$ cat config.mk
export PLATFORM = sky130hd
export DESIGN_NAME = reg_access_master_flat
export DESIGN_NICKNAME = d
export VERILOG_FILES = /design/src/rtl/reg_access_master_if.sv /design/src/rtl/reg_access_master.sv /design/src/flat_wrapper.sv
export SDC_FILE = /design/constraint.sdc
export NUM_CORES = 1
export LEC_CHECK = 0
export CORE_MARGIN = 1.5
export CORE_UTILIZATION = 46
export DETAILED_ROUTE_END_ITERATION = 6
export PLACE_DENSITY = 0.78
export SYNTH_ARGS = -nofsm -noshare
export SYNTH_HDL_FRONTEND = slang
export SYNTH_SLANG_ARGS = --single-unit
$ cat constraint.sdc
create_clock -name clk -period 2.2 [get_ports clk]
set_input_delay 0.22 -clock clk [delete_from_list [all_inputs] [get_ports clk]]
set_output_delay 0.22 -clock clk [all_outputs]
set_load 0.01 [all_outputs]
$ cat src/rtl/reg_access_master_if.sv
// Command, register-port and response signals of the register access master.
// The master modport is the sequencer; the slave modport is its surroundings.
interface reg_access_master_if #(
  parameter int DATA_W = 16
);
  logic              cmd_valid;
  logic              cmd_ready;
  logic              cmd_write;
  logic              cmd_port;
  logic [DATA_W-1:0] cmd_data;
  logic              reg_wr_en_1;
  logic [DATA_W-1:0] reg_wr_data_1;
  logic              reg_wr_en_2;
  logic [DATA_W-1:0] reg_wr_data_2;
  logic              reg_rd_en;
  logic [DATA_W-1:0] reg_rd_data;
  logic              rsp_valid;
  logic              rsp_ready;
  logic [DATA_W-1:0] rsp_data;
  logic              rsp_err;
  logic [7:0]        err_cnt;
  logic              busy;

  modport master (
    input  cmd_valid, cmd_write, cmd_port, cmd_data, reg_rd_data, rsp_ready,
    output cmd_ready, reg_wr_en_1, reg_wr_data_1, reg_wr_en_2, reg_wr_data_2,
           reg_rd_en, rsp_valid, rsp_data, rsp_err, err_cnt, busy
  );

  modport slave (
    output cmd_valid, cmd_write, cmd_port, cmd_data, reg_rd_data, rsp_ready,
    input  cmd_ready, reg_wr_en_1, reg_wr_data_1, reg_wr_en_2, reg_wr_data_2,
           reg_rd_en, rsp_valid, rsp_data, rsp_err, err_cnt, busy
  );
endinterface

$ cat src/rtl/reg_access_master.sv
// Single-command sequencer for a dual-write-port, single-read-port register:
// write, optional read-back verify, and a held response with error counting.
module reg_access_master #(
  parameter int DATA_W    = 16,
  parameter bit VERIFY_EN = 1'b1
) (
  input  logic                 clk,
  input  logic                 reset,
  reg_access_master_if.master  bus
);

  typedef enum logic [1:0] {IDLE, WRITE, RDBK, RESP} state_t;

  state_t            state;
  logic              wr_p0;
  logic              port_p0;
  logic [DATA_W-1:0] data_p0;
  logic              mismatch;

  logic              cmd_ready_q;
  logic              wr_en_1_q;
  logic [DATA_W-1:0] wr_data_1_q;
  logic              wr_en_2_q;
  logic [DATA_W-1:0] wr_data_2_q;
  logic              rd_en_q;
  logic              rsp_valid_q;
  logic [DATA_W-1:0] rsp_data_q;
  logic              rsp_err_q;
  logic [7:0]        err_cnt_q;
  logic              busy_q;

  function automatic logic [7:0] sat_inc(input logic [7:0] c);
    return (c == 8'hFF) ? c : c + 8'd1;
  endfunction

  assign mismatch = wr_p0 && (bus.reg_rd_data != data_p0);

  // Accepted command held for the whole transaction
  always_ff @(posedge clk) begin
    if (state == IDLE && bus.cmd_valid) begin
      wr_p0   <= bus.cmd_write;
      port_p0 <= bus.cmd_port;
      data_p0 <= bus.cmd_data;
    end
  end

  always_ff @(posedge clk or posedge reset) begin
    if (reset) begin
      state       <= IDLE;
      cmd_ready_q <= 1'b1;
      wr_en_1_q   <= 1'b0;
      wr_data_1_q <= '0;
      wr_en_2_q   <= 1'b0;
      wr_data_2_q <= '0;
      rd_en_q     <= 1'b0;
      rsp_valid_q <= 1'b0;
      rsp_data_q  <= '0;
      rsp_err_q   <= 1'b0;
      err_cnt_q   <= 8'd0;
      busy_q      <= 1'b0;
    end else begin
      case (state)
        IDLE: begin
          if (bus.cmd_valid && cmd_ready_q) begin
            cmd_ready_q <= 1'b0;
            busy_q      <= 1'b1;
            if (bus.cmd_write) begin
              state       <= WRITE;
              wr_en_1_q   <= !bus.cmd_port;
              wr_data_1_q <= bus.cmd_port ? '0 : bus.cmd_data;
              wr_en_2_q   <= bus.cmd_port;
              wr_data_2_q <= bus.cmd_port ? bus.cmd_data : '0;
            end else begin
              state   <= RDBK;
              rd_en_q <= 1'b1;
            end
          end
        end
        WRITE: begin
          wr_en_1_q   <= 1'b0;
          wr_data_1_q <= '0;
          wr_en_2_q   <= 1'b0;
          wr_data_2_q <= '0;
          if (VERIFY_EN) begin
            state   <= RDBK;
            rd_en_q <= 1'b1;
          end else begin
            state       <= RESP;
            rsp_valid_q <= 1'b1;
            rsp_data_q  <= data_p0;
            rsp_err_q   <= 1'b0;
          end
        end
        RDBK: begin
          // Register output is combinational while rd_en is high; capture it here
          state       <= RESP;
          rd_en_q     <= 1'b0;
          rsp_valid_q <= 1'b1;
          rsp_data_q  <= bus.reg_rd_data;
          rsp_err_q   <= mismatch;
          if (mismatch) err_cnt_q <= sat_inc(err_cnt_q);
        end
        RESP: begin
          if (bus.rsp_ready) begin
            state       <= IDLE;
            rsp_valid_q <= 1'b0;
            cmd_ready_q <= 1'b1;
            busy_q      <= 1'b0;
          end
        end
        default: state <= IDLE;
      endcase
    end
  end

  assign bus.cmd_ready     = cmd_ready_q;
  assign bus.reg_wr_en_1   = wr_en_1_q;
  assign bus.reg_wr_data_1 = wr_data_1_q;
  assign bus.reg_wr_en_2   = wr_en_2_q;
  assign bus.reg_wr_data_2 = wr_data_2_q;
  assign bus.reg_rd_en     = rd_en_q;
  assign bus.rsp_valid     = rsp_valid_q;
  assign bus.rsp_data      = rsp_data_q;
  assign bus.rsp_err       = rsp_err_q;
  assign bus.err_cnt       = err_cnt_q;
  assign bus.busy          = busy_q;

endmodule

$ cat src/flat_wrapper.sv
// flat-port wrapper written by rule: the top's interface ports become plain ports
module reg_access_master_flat 
#(
  parameter int DATA_W    = 16,
  parameter bit VERIFY_EN = 1'b1
)
  (clk, reset, bus_cmd_valid, bus_cmd_write, bus_cmd_port, bus_cmd_data, bus_reg_rd_data, bus_rsp_ready, bus_cmd_ready, bus_reg_wr_en_1, bus_reg_wr_data_1, bus_reg_wr_en_2, bus_reg_wr_data_2, bus_reg_rd_en, bus_rsp_valid, bus_rsp_data, bus_rsp_err, bus_err_cnt, bus_busy);
  reg_access_master_if #(.DATA_W(DATA_W)) bus_i ();
  input  logic clk;
  input  logic reset;
  input wire logic [$bits(bus_i.cmd_valid)-1:0] bus_cmd_valid;
  input wire logic [$bits(bus_i.cmd_write)-1:0] bus_cmd_write;
  input wire logic [$bits(bus_i.cmd_port)-1:0] bus_cmd_port;
  input wire logic [$bits(bus_i.cmd_data)-1:0] bus_cmd_data;
  input wire logic [$bits(bus_i.reg_rd_data)-1:0] bus_reg_rd_data;
  input wire logic [$bits(bus_i.rsp_ready)-1:0] bus_rsp_ready;
  output wire logic [$bits(bus_i.cmd_ready)-1:0] bus_cmd_ready;
  output wire logic [$bits(bus_i.reg_wr_en_1)-1:0] bus_reg_wr_en_1;
  output wire logic [$bits(bus_i.reg_wr_data_1)-1:0] bus_reg_wr_data_1;
  output wire logic [$bits(bus_i.reg_wr_en_2)-1:0] bus_reg_wr_en_2;
  output wire logic [$bits(bus_i.reg_wr_data_2)-1:0] bus_reg_wr_data_2;
  output wire logic [$bits(bus_i.reg_rd_en)-1:0] bus_reg_rd_en;
  output wire logic [$bits(bus_i.rsp_valid)-1:0] bus_rsp_valid;
  output wire logic [$bits(bus_i.rsp_data)-1:0] bus_rsp_data;
  output wire logic [$bits(bus_i.rsp_err)-1:0] bus_rsp_err;
  output wire logic [$bits(bus_i.err_cnt)-1:0] bus_err_cnt;
  output wire logic [$bits(bus_i.busy)-1:0] bus_busy;
  assign bus_i.cmd_valid = bus_cmd_valid;
  assign bus_i.cmd_write = bus_cmd_write;
  assign bus_i.cmd_port = bus_cmd_port;
  assign bus_i.cmd_data = bus_cmd_data;
  assign bus_i.reg_rd_data = bus_reg_rd_data;
  assign bus_i.rsp_ready = bus_rsp_ready;
  assign bus_cmd_ready = bus_i.cmd_ready;
  assign bus_reg_wr_en_1 = bus_i.reg_wr_en_1;
  assign bus_reg_wr_data_1 = bus_i.reg_wr_data_1;
  assign bus_reg_wr_en_2 = bus_i.reg_wr_en_2;
  assign bus_reg_wr_data_2 = bus_i.reg_wr_data_2;
  assign bus_reg_rd_en = bus_i.reg_rd_en;
  assign bus_rsp_valid = bus_i.rsp_valid;
  assign bus_rsp_data = bus_i.rsp_data;
  assign bus_rsp_err = bus_i.rsp_err;
  assign bus_err_cnt = bus_i.err_cnt;
  assign bus_busy = bus_i.busy;
  reg_access_master #(.DATA_W(DATA_W), .VERIFY_EN(VERIFY_EN)) u_core (.clk(clk), .reset(reset), .bus(bus_i));
endmodule
Word-level counts from Yosys, hierarchy flattened
Index checks and enable logic that the tools add are counted.
- $add $sub $neg: 1
- $mul: 0
- div/mod/pow operators: 0
- order comparisons: 0
- equal/unequal tests: 9
- shift-type cells: 0
- mux-type cells: 28
- bitwise logic cells: 1
- reductions and logical operators: 15
- operators by type and width (cell ; number):
    2-to-1 mux 16 bit ; 6
    one-hot mux 16 bit (2 select lines) ; 2
    inequality test 16 bit ; 1
    AND reduction 3 bit ; 4
    2-to-1 mux 1 bit ; 10
    one-hot mux 1 bit (2 select lines) ; 5
    adder 8 x 1 -> 8 bit (second input constant) ; 1
    equality test 8 bit (second input constant) ; 1
    inequality test 2 bit (second input constant) ; 4
    one-hot mux 2 bit (4 select lines) ; 1
    2-to-1 mux 2 bit ; 3
    nonzero test 2 bit ; 3
    equality test 2 bit (second input constant) ; 2
    AND reduction 2 bit ; 2
    logical AND 1 bit ; 3
    one-hot mux 1 bit (3 select lines) ; 1
    nonzero test 3 bit ; 1
    equality test 2 x 1 -> 1 bit (second input constant) ; 1
    logical NOT 2 bit ; 1
    logical NOT 1 bit ; 1
    NOT 1 bit ; 1
- bits in registers: 82
- bits in latches: 0
- bits in writable memories: 0
- ROM bits: 0
- input bits: 38
- output and inout port bits: 63
- word-level logic and storage cells: 68
- memories: 0

Depth between registers and ports, before layout
Gate-level depths: netlist of the first run.
- depth in word-level cells: 4
- gate-level depth with buffers: 8
- mapped depth without buffers: 6

Least setup slack after synthesis of the first run
No wires, ideal clock.
- path type: reg2reg
- start point: register u_core.state[0]
- end point: register u_core.wr_data_1_q[0], in the netlist u_core.bus.reg_wr_data_1[0]
- setup time: 0.121 ns
- arrival: 1.671 ns
- required time: 2.079 ns
- slack: 0.408 ns
- stages on the path, launching flop included: 9
- path buffers: 2
- period minus slack after synthesis: 1.792 ns
- cells stage by stage: dfrtp_1 inv_1 ha_1 buf_2 nand2_1 a2bb2oi_2 nor3_2 buf_4 a22o_1
- cells in the longest elaborated chain, start to end: 3
- elaborated cells between the ends (all ways): 7
- classes of those cells: eq/ne: 3; mux: 1; reduce/logical: 3
- ends and longest elaborated chain (element ; line ; text):
    start, declared ; reg_access_master.sv:14 ; state_t state;
    start signal, assigned ; reg_access_master.sv:49 ; state <= IDLE;
    start signal, assigned ; reg_access_master.sv:68 ; state <= WRITE;
    start signal, assigned ; reg_access_master.sv:74 ; state <= RDBK;
    equality test 2 x 1 -> 1 bit / logical NOT 2 bit (equally long branches) ; reg_access_master.sv:62 ; case (state)
    nonzero test 2 bit (no source line) / inequality test 2 bit (equally long branches) ; - ;
    AND reduction 3 bit (no source line) ; - ;
    end signal, assigned ; reg_access_master.sv:70 ; wr_data_1_q <= bus.cmd_port ? '0 : bus.cmd_data;
    end, declared ; reg_access_master.sv:22 ; logic [DATA_W-1:0] wr_data_1_q;
Several ways; a longest one is shown, not always the timed one.
A chain may end at the register's enable or synchronous reset.

Worst setup path in the final report of the first run
- start point: register u_core.state[0]
- end point: register u_core.wr_data_2_q[14], in the netlist u_core.bus.reg_wr_data_2[14]
- cells in the longest elaborated chain, start to end: 3
- elaborated cells between the ends (all ways): 7
- classes of those cells: eq/ne: 3; mux: 1; reduce/logical: 3
- ends and longest elaborated chain (element ; line ; text):
    equality test 2 x 1 -> 1 bit / logical NOT 2 bit (equally long branches) ; reg_access_master.sv:62 ;
    nonzero test 2 bit (no source line) / inequality test 2 bit (equally long branches) ; - ;
    AND reduction 3 bit (no source line) ; - ;
    end signal, assigned ; reg_access_master.sv:72 ; wr_data_2_q <= bus.cmd_port ? bus.cmd_data : '0;
    end, declared ; reg_access_master.sv:24 ; logic [DATA_W-1:0] wr_data_2_q;
Several ways; a longest one is shown, not always the timed one.

==> summary.txt, run 1 <==
Synth
  – Warnings from Yosys: 0
  – Post-synth top area share: 0.491
  – Post-synth top flop: dfrtp_1
  – Mean Syn Cell Area: 14.7 um^2
  – Async SR Flop Fraction: 0.793
  – Netlist Area Pre-Place: approximately 3300 um^2
  – Yosys cell types: 38
  – Net Count, Synth: 265
  – Top post-synthesis cells by area: dfrtp_1 49%, edfxtp_1 16%, a22o_1 8.9%, mux2_2 5.5%, xnor2_1 4.6%
  – Count leader, synth: dfrtp_1
  – Seq/Total Area, Yosys: 0.655
  – Most common library cells after synthesis: 64 x dfrtp_1, 33 x a22o_1, 17 x edfxtp_1, 17 x xnor2_1, 16 x mux2_2
  – Area leader, netlist: dfrtp_1
  – Post-synth EDFFs: 17
  – Yosys reg bits: 82
  – Synthesized instance count: 222

Global route
  – GRT Util Overall: 0.213
  – Vias in the first global route: 2314
  – Largest net degree at the start of global routing: 36
  – Grt total ovfl: 0
  – Initial antenna violation count: 0
  – First-pass GRT wire length: around 12 mm

Setup path
  – Crit Path Category: reg -> reg
  – CP Capture Type: flip-flop
  – Startpoint types: flip-flop
  – CP delay by family, top: buffers and inverters
  – CP Buf/Inv Count: 3
  – R2r startpoint: u_core.state[0]
  – Crit path arrival time: between 2 and 2.5 ns
  – Crit-path cells: buf_4 > ha_1 > a2bb2oi_2 > buf_4 > nor3b_4 > buf_4 > a22o_1
  – CP required: 2.42 ns
  – Reg-to-reg endpoint: u_core.bus.reg_wr_data_2[14]
  – R2R Setup Slk: 0.17 ns
  – Max stage delay on crit path: 0.39 ns
  – R2R depth: 7
  – Slowest cell on the critical path: buf_4
  – Max FO, Critical Path: 35
  – CP dominant cell by count: buf_4

Floorplan
  – Die Wd: 87.2 um
  – Cell Rows: 30
  – Top Ports: around 100
  – Core area: a little under 7000 um^2
  – Chip height: 87.2 um
  – Initial Utilization: 0.478
  – Die area: 7610 um^2

Timing
  – Relative slew margins: 0.541
  – Worst hold slack: 0.225 ns
  – Final setup viols: 0
  – Period Utilization, post-route: 0.924
  – Fin crit period: 2.03 ns
  – Slew Limit Fails: 0
  – Clk_skew: a little under 0.01 ns
  – Unrepaired setup endpoints after global routing: no
  – Total Neg Setup Slack: 0 ns
  – Worst Tran Pin Value: a little under 0.7 ns
  – Final hold violation count: 0
  – Achievable Freq: just under 0.5 GHz

Power
  – Switch share: 0.326
  – Power share of the clock group: 0.179
  – Cell Pwr Density: 1340 nW/um^2
  – Logic pwr share: 0.429
  – Peak supply drop: ~0.00057 V
  – Sequential share of power: 0.392
  – Static leakage: 1.93 nW
  – Net Switching: 2.03 mW
  – Internal power: 4.21 mW

Cells and area
  – Layout cells sized above 1: 0.144
  – Final Net Count: 379
  – Fin cells: 437
  – P&R area growth vs syn: 42.9%
  – Layout Utilization: 0.683
  – Design area: 4660 um^2
  – Ant. Diodes: 0

Clocking
  – H-Tree Depth: 3
  – Cts bufs inserted: 9
  – Max Root-Sink Buffers: 2
  – Setup Fix Bufs, Post-CTS: 0
  – Clock sinks: 82
  – Clock Root Buffer: clkbuf_8
  – CTS tree: done
  – Clock Latency Late Sink: 0.34 ns
  – Worst-path clk slew: roughly 0.080 ns

Place
  – Number of instances in the placed design: ~420
  – Port Buf Inserts: 100
  – Detail Placement HPWL: 5.58 mm
  – Placed Area: 4450 um^2
  – Routability cong.: 0.787

Drt
  – DR vias/cell: 5.14
  – DRC viols: 0
  – Post-route ant nets: 0
  – Max layer used: met4
  – Met3 WL: 285 um
  – Wire per inst: 17.6 um
  – Iteration-0 DRC Markers: 150
  – Routed vias: 2246
  – DRT met1 WL: 3.34 mm
  – WL final: 7.71 mm
  – Met2 WL post-DR: roughly 4 mm
  – DR pass1 iterations: 4

Run
  – Number of max-cap violations: 0

Run status
  – Status: finished, final reports clean

Min path
  – Min-delay worst type: in -> async
[through the flow]
step	setup WS [ns]	total power [mW]
floorplan	0.355	3.79
global placement	0.156	5.04
detailed placement	0.0301	5.16
CTS	0.0393	6.28
global route	0.0594	6.59
finish	0.168	6.24
[worst register-to-register path, cell delays in order (launching register included)]
cell and delay [ns]:
dfrtp_1 0.38, buf_4 0.15, ha_1 0.28, a2bb2oi_2 0.24
buf_4 0.39, nor3b_4 0.07, buf_4 0.21, a22o_1 0.21
[cell type report]
class	instances	area, um^2
clock buffer	12	156
clock inverter	4	48.8
fill	535	2170
inverter	6	22.5
multi-input combinational	126	1070
sequential	82	2140
tap	96	120
timing repair buffer	111	1110
[what timing repair did]
item,in CTS,in global routing
hold buffers,0,0
endpoints found under the setup margin,0,16
hold endpoints to repair,0,0
gates resized for setup,0,1
[layer usage]
metal	track usage	vias to the layer above
met5	0	-
met4	0.0909	0
met3	0.0398	8
met2	0.345	73
met1	0.281	1124
li1	-	1041
[placed cells by master, fill, tap and decap left out, types with 3 or more instances in the layout]
cell and instances:
clkdlybuf4s50_1 100, dfrtp_1 64, a22o_1 33, xnor2_1 17, edfxtp_1 17, mux2_2 16
nand2_1 9, clkbuf_8 9, buf_4 9, nand4_1 6, xor2_1 6, inv_1 5
ha_1 5, nand3_1 3, nor3_1 3, a21oi_1 3, nor2_1 3
[registers in the layout, indices dropped and copies added, names as in the netlist]
name	cells
u_core.bus.busy	1
u_core.bus.cmd_ready	1
u_core.bus.err_cnt	8
u_core.bus.reg_rd_en	1
u_core.bus.reg_wr_data_1	16
u_core.bus.reg_wr_data_2	16
u_core.bus.reg_wr_en_1	1
u_core.bus.reg_wr_en_2	1
u_core.bus.rsp_data	16
u_core.bus.rsp_err	1
u_core.bus.rsp_valid	1
u_core.data_p0	16
u_core.state	2
u_core.wr_p0	1
[power by group through the flow]
stage	clock network, mW	logic [mW]	registers [mW]
6_report	1.12	2.68	2.45
5_1_grt	1.20	2.88	2.51
4_1_cts	1.13	2.70	2.45
3_5_place_dp	0	2.69	2.47
3_3_place_gp	0	2.60	2.45
2_1_floorplan	0	1.15	2.64
[how the worst max path moves through the flow]
stage,startpoint,end,cells after the start
2_1_floorplan,reset,u_core.bus.busy,1
3_3_place_gp,bus_cmd_valid,u_core.bus.reg_wr_data_1[8],5
3_5_place_dp,bus_cmd_valid,u_core.bus.reg_wr_data_1[13],5
4_1_cts,u_core.state[1],u_core.bus.reg_wr_data_1[6],6
5_1_grt,u_core.state[1],u_core.bus.reg_wr_data_2[14],8
6_report,u_core.state[0],u_core.bus.reg_wr_data_2[14],7
[kinds of logic after synthesis]
family                   Yosys count  synth area share
adder cells (fa/ha/maj)            5            0.0192
flip-flops                        82             0.655
AND/OR/NAND/NOR                   34            0.0667
multiplexers                      18            0.0629
buffers and inverters             14            0.0195
XOR/XNOR                          23            0.0617
AO/OA/AOI/OAI                     46             0.115
No activity file was read; power rests on OpenSTA's default activity.
==> inputs of run 2 (changes only) <==
--- a/config.mk
+++ b/config.mk
@@ -5,7 +5,6 @@
 export SDC_FILE = /design/constraint.sdc
 export NUM_CORES = 1
 export LEC_CHECK = 0
-export CORE_MARGIN = 1.5
 export CORE_UTILIZATION = 46
 export DETAILED_ROUTE_END_ITERATION = 6
 export PLACE_DENSITY = 0.78
==> summary.txt, run 2 (synthesis gave the netlist of run 1 again) <==
Run status
  – Status: finished, final reports clean

Setup path
  – CP Capture Type: flip-flop
  – R2R depth: 7 (unchanged)
  – Max FO, Critical Path: 35 (unchanged)
  – CP startpoint: u_core.state[0]
  – Reg-to-reg endpoint: u_core.bus.reg_wr_data_2[7]
  – Startpoint types: flip-flop
  – Crit Path Category: reg -> reg
  – CP required: 2.42 ns (about the same)
  – Crit path arrival time: 2.25 ns (about the same)
  – R2r startpoint: u_core.state[0]
  – R2R Setup Slk: 0.18 ns (about the same)
  – Crit path to: u_core.bus.reg_wr_data_2[7]

Timing
  – Worst hold slack: 0.235 ns (+0.00933 ns)
  – Fin crit period: 2.02 ns (-0.00826 ns)
  – Final hold violation count: 0 (unchanged)
  – Unrepaired setup endpoints after global routing: no
  – Worst Tran Pin Value: 0.701 ns (+0.0146 ns)
  – Achievable Freq: 0.494 GHz (+0.41%)
  – Slew Limit Fails: 0 (unchanged)
  – Clk_skew: 0.00946 ns (-0.000401 ns)
  – Final setup viols: 0 (unchanged)
  – Total Neg Setup Slack: 0 ns (unchanged)
  – Period Utilization, post-route: 0.920 (-0.00376)
  – Relative slew margins: 0.531 (-0.00973)

Drt
  – DR vias/cell: 5.17 (+0.62%)
  – Post-route ant nets: 0 (unchanged)
  – Wire per inst: 16.5 um (-6.5%)
  – DRT met1 WL: 3.24 mm (-3.1%)
  – Met2 WL post-DR: 3.53 mm (-11%)
  – DRC viols: 0 (unchanged)
  – Max layer used: met4
  – Met3 WL: 319 um (+12%)
  – Iteration-0 DRC Markers: 79 (-47%)
  – WL final: 7.21 mm (-6.5%)
  – Routed vias: 2260 (+0.62%)
  – DR pass1 iterations: 4 (unchanged)

Cells and area
  – Fin cells: 437 (unchanged)
  – P&R area growth vs syn: 43.7%
  – Layout cells sized above 1: 0.144 (unchanged)
  – Ant. Diodes: 0 (unchanged)
  – Fillers: 521 (-2.6%)
  – Commonest non-fill, non-tap cell in the layout: clkdlybuf4s50_1
  – Most frequent cells in the layout: 100 x clkdlybuf4s50_1, 64 x dfrtp_1, 33 x a22o_1
  – Final Net Count: 379 (unchanged)

Clocking
  – H-Tree Depth: 3 (unchanged)
  – Max Root-Sink Buffers: 2 (unchanged)
  – Clock sinks: 82 (unchanged)
  – Clock Root Buffer: clkbuf_8
  – Clock Latency Late Sink: 0.33 ns (about the same)
  – CTS tree: done
  – Cts bufs inserted: 9 (unchanged)
  – Worst-path clk slew: 0.08 ns (about the same)

Floorplan
  – Top Ports: 101 (unchanged)
  – Chip height: 86.2 um (-1.1%)
  – Die Wd: 86.2 um (-1.1%)
  – Die area: 7440 um^2 (-2.3%)
  – Core area: 6830 um^2 (unchanged)
  – Initial Utilization: 0.478 (unchanged)
  – Cell Rows: 30 (unchanged)

Place
  – Routability cong.: 0.821 (+4.2%)
  – Port Buf Inserts: 100 (unchanged)
  – Detail Placement HPWL: 5.15 mm (-7.7%)
  – Number of instances in the placed design: 421 (unchanged)

Global route
  – Vias in the first global route: 2348 (+1.5%)
  – First-pass GRT wire length: 11.8 mm (-1.7%)
  – GRT Util Overall: 0.210 (-0.00245)
  – Grt total ovfl: 0 (unchanged)
  – Initial antenna violation count: 0 (unchanged)
  – Largest net degree at the start of global routing: 36 (unchanged)

Power
  – Final Power: 6.22 mW (-0.32%)
  – Cell Pwr Density: 1330 nW/um^2 (-0.87%)
  – Peak supply drop: 0.000590 V (+3.5%)
  – Static leakage: 1.94 nW (+0.37%)

Run
  – Number of max-cap violations: 0 (unchanged)

Min path
  – Min-delay worst type: in -> async
-- run 2: power by group --
group	internal [mW]	leakage, nW	total (mW)	switching (mW)
clock	0.617	0.108	1.14	0.519
sequential	2.11	0.965	2.44	0.334
combinational	1.50	0.863	2.64	1.14
total	4.23	1.94	6.22	1.99
-- run 2: through the flow --
stage	worst slack [ns]	utilization	instance area, um^2
6_report	0.176	0.686	4690
5_1_grt	0.0469	0.686	4690
4_1_cts	0.0155	0.686	4680
3_5_place_dp	0.00502	0.653	4460
3_3_place_gp	0.165	0.653	4460
2_1_floorplan	0.355	-	3260
-- run 2: layer usage --
| metal | up-vias | GRT usage |
|---|---|---|
| li1 | 1042 | - |
| met1 | 1141 | 0.284 |
| met2 | 66 | 0.339 |
| met3 | 11 | 0.0371 |
| met4 | 0 | 0.0879 |
| met5 | - | 0 |
-- run 2: worst max-delay path, stage by stage (launching register included) --
cell and delay (ns):
dfrtp_1 0.38, buf_4 0.14, ha_1 0.29, a2bb2oi_2 0.23, buf_4 0.39, nor3b_4 0.07, buf_4 0.21, a22o_1 0.20
-- run 2: how the worst min path moves through the flow --
stage | start | end | slack [ns] | cells after the start
after floorplan | bus_cmd_data[0] | u_core.data_p0[0] | 0.32 | 0
after global placement | u_core.bus.reg_wr_en_2 | u_core.bus.reg_wr_en_2 | 0.46 | 1
after detailed placement | u_core.bus.reg_rd_en | u_core.bus.reg_rd_en | 0.47 | 2
after CTS | reset | u_core.bus.rsp_data[7] | 0.23 | 2
after global routing | reset | u_core.bus.rsp_data[7] | 0.28 | 2
final | reset | u_core.bus.rsp_data[7] | 0.23 | 2
-- run 2: cell type report --
type,count,area (um^2),area share
clock buffers,14,206,0.0440
clock inverters,2,12.5,0.00267
inverters,6,22.5,0.00480
multi-input cells,126,1070,0.228
flip-flops and latches,82,2140,0.456
well taps,96,120,0.0256
repair buffers,111,1120,0.239
-- run 2: timing repair --
item	4_1_cts	5_1_grt
endpoints found under the setup margin	0	17
hold buffers	0	0
gates resized for setup	0	1
setup buffers	0	0
==> inputs of run 3 (changes only) <==
--- a/config.mk
+++ b/config.mk
@@ -7,6 +7,7 @@
 export LEC_CHECK = 0
 export CORE_UTILIZATION = 46
 export DETAILED_ROUTE_END_ITERATION = 6
+export GPL_TIMING_DRIVEN = 0
 export PLACE_DENSITY = 0.78
 export SYNTH_ARGS = -nofsm -noshare
 export SYNTH_HDL_FRONTEND = slang
==> summary.txt, run 3 (synthesis gave the netlist of run 1 again) <==
Floorplan
  – Initial Utilization: 0.478 (unchanged)
  – Die Wd: 86.2 um (unchanged)
  – Cell Rows: 30 (unchanged)
  – Die area: 7440 um^2 (unchanged)
  – Chip height: 86.2 um (unchanged)
  – Core area: 6830 um^2 (unchanged)
  – Top Ports: 101 (unchanged)

Clocking
  – Clock Root Buffer: clkbuf_8
  – Cts bufs inserted: 9 (unchanged)
  – Clock Latency Late Sink: 0.35 ns (+0.02 ns)
  – Worst-path clk slew: 0.09 ns (about the same)
  – Clock sinks: 82 (unchanged)
  – CTS tree: done
  – Max Root-Sink Buffers: 2 (unchanged)
  – H-Tree Depth: 3 (unchanged)

Global route
  – First-pass GRT wire length: 11.6 mm (-1.8%)
  – GRT Util Overall: 0.209 (-0.00117)
  – Largest net degree at the start of global routing: 35 (-2.8%)
  – Initial antenna violation count: 0 (unchanged)
  – Grt total ovfl: 0 (unchanged)
  – Vias in the first global route: 2297 (-2.2%)

Timing
  – Slew Limit Fails: 0 (unchanged)
  – Worst Tran Pin Value: 0.747 ns (+0.0454 ns)
  – Period Utilization, post-route: 0.936 (+0.0161)
  – Achievable Freq: 0.486 GHz (-1.7%)
  – Clk_skew: 0.00896 ns (-0.000505 ns)
  – Final setup viols: 0 (unchanged)
  – Fin crit period: 2.06 ns (+0.0354 ns)
  – Unrepaired setup endpoints after global routing: no
  – Relative slew margins: 0.502 (-0.0288)
  – Final hold violation count: 0 (unchanged)

Drt
  – Max layer used: met4
  – DR pass1 iterations: 4 (unchanged)
  – Met2 WL post-DR: 3.55 mm (+0.48%)
  – Routed vias: 2242 (-0.80%)
  – DRT met1 WL: 3.21 mm (-0.77%)
  – Wire per inst: 16.6 um (+0.78%)
  – DRC viols: 0 (unchanged)
  – Met3 WL: 316 um (-0.94%)
  – Post-route ant nets: 0 (unchanged)
  – DR vias/cell: 5.15 (-0.34%)
  – WL final: 7.23 mm (+0.32%)
  – Iteration-0 DRC Markers: 76 (-3.8%)

Power
  – Switch share: 0.330 (+0.0104)
  – Final Power: 6.20 mW (-0.27%)
  – Logic pwr share: 0.423 (-0.002)
  – Cell Pwr Density: 1340 nW/um^2 (+0.91%)
  – Internal power: 4.15 mW (-1.8%)
  – Sequential share of power: 0.394 (about the same)
  – Peak supply drop: 0.000654 V (+11%)
  – Net Switching: 2.05 mW (+3.0%)
  – Static leakage: 1.91 nW (-1.6%)
  – Power share of the clock group: 0.183 (about the same)

Setup path
  – Crit Path Category: reg -> reg
  – CP required: 2.49 ns (+0.07 ns)
  – Max FO, Critical Path: 10 (-71%)
  – CP Capture Type: flip-flop
  – Startpoint types: flip-flop
  – Crit path arrival time: 2.35 ns (+0.10 ns)

Run
  – Number of max-cap violations: 0 (unchanged)

Cells and area
  – Layout cells sized above 1: 0.139 (-0.00505)
  – Most frequent cells in the layout: 100 x clkdlybuf4s50_1, 64 x dfrtp_1, 33 x a22o_1
  – Layout Utilization: 0.678 (-0.00806)
  – Ant. Diodes: 0 (unchanged)
  – Commonest non-fill, non-tap cell in the layout: clkdlybuf4s50_1
  – Final Net Count: 377 (-0.53%)
  – P&R area growth vs syn: 42.0%

Min path
  – Min-delay worst type: in -> async

Place
  – Detail Placement HPWL: 5.28 mm (+2.5%)
  – Port Buf Inserts: 100 (unchanged)
  – Routability cong.: 0.783 (-4.5%)

Run status
  – Status: finished, final reports clean
## run 3: cell count changes in the layout (fill, tap and decap cells not counted), sizes merged
cell and change:
buf -3, clkbuf -3, inv +3, bufinv +1
## run 3: repair_timing
action / 4_1_cts / 5_1_grt
setup endpoints to repair: 0 / 11
hold buffers: 0 / 0
setup buffers: 0 / 0
resized for setup: 0 / 4
## run 3: power by group through the flow
stage | Sequential, mW | Combinational, mW | Clock, mW
floorplan | 2.64 | 1.15 | 0
global placement | 2.46 | 2.54 | 0
detailed placement | 2.47 | 2.61 | 0
CTS | 2.45 | 2.62 | 1.15
global route | 2.51 | 2.83 | 1.24
finish | 2.45 | 2.62 | 1.13
## run 3: metrics by stage
step	hold slack [ns]	instances	TNS [ns]	setup slack (ns)	area, um^2
after floorplan	0.319	222	0	0.355	3260
after global placement	0.462	418	-48.28	-0.755	4390
after detailed placement	0.466	419	0	0.0409	4410
after CTS	0.316	435	0	0.0935	4620
after global routing	0.345	435	0	0.00814	4630
final	0.296	435	0	0.141	4630
## run 3: final cells by class
cell class	count	area [um^2]
fillers	548	2200
flip-flops and latches	82	2140
multi-input cells	126	1080
repair buffers	101	1020
clock buffers	10	138
well taps	96	120
clock inverters	6	72.6
plain buffers	8	42.5
inverters	6	22.5
## run 3: worst max-delay path: stages, from the launching register on
cell and delay (ns):
dfrtp_1 0.42, inv_1 0.09, ha_1 0.13, buf_2 0.17, nand2_1 0.14, a2bb2oi_4 0.22, nor3b_4 0.42, buf_4 0.26
a22o_1 0.15
## run 3: path summary, 6_finish.rpt
kind | from | endpoint | slack [ns] | depth (start not counted)
hold / removal | reset | u_core.bus.err_cnt[1] | 0.30 | 2
max in group asynchronous | reset | u_core.bus.reg_wr_data_1[13] | 1.28 | 3
setup reg to reg | u_core.state[0] | u_core.bus.reg_wr_data_2[0] | 0.14 | 8
setup / recovery | u_core.state[0] | u_core.bus.reg_wr_data_2[0] | 0.14 | 8
hold reg to reg | u_core.bus.reg_wr_en_2 | u_core.bus.reg_wr_en_2 | 0.48 | 1
min in group clk | u_core.bus.reg_wr_en_2 | u_core.bus.reg_wr_en_2 | 0.48 | 1
## run 3: per-layer routing
layer  global-route usage  up-vias
met5                    0        -
met4               0.0879        0
met3               0.0486       12
met2                0.327       72
met1                0.284     1118
li1                     -     1040
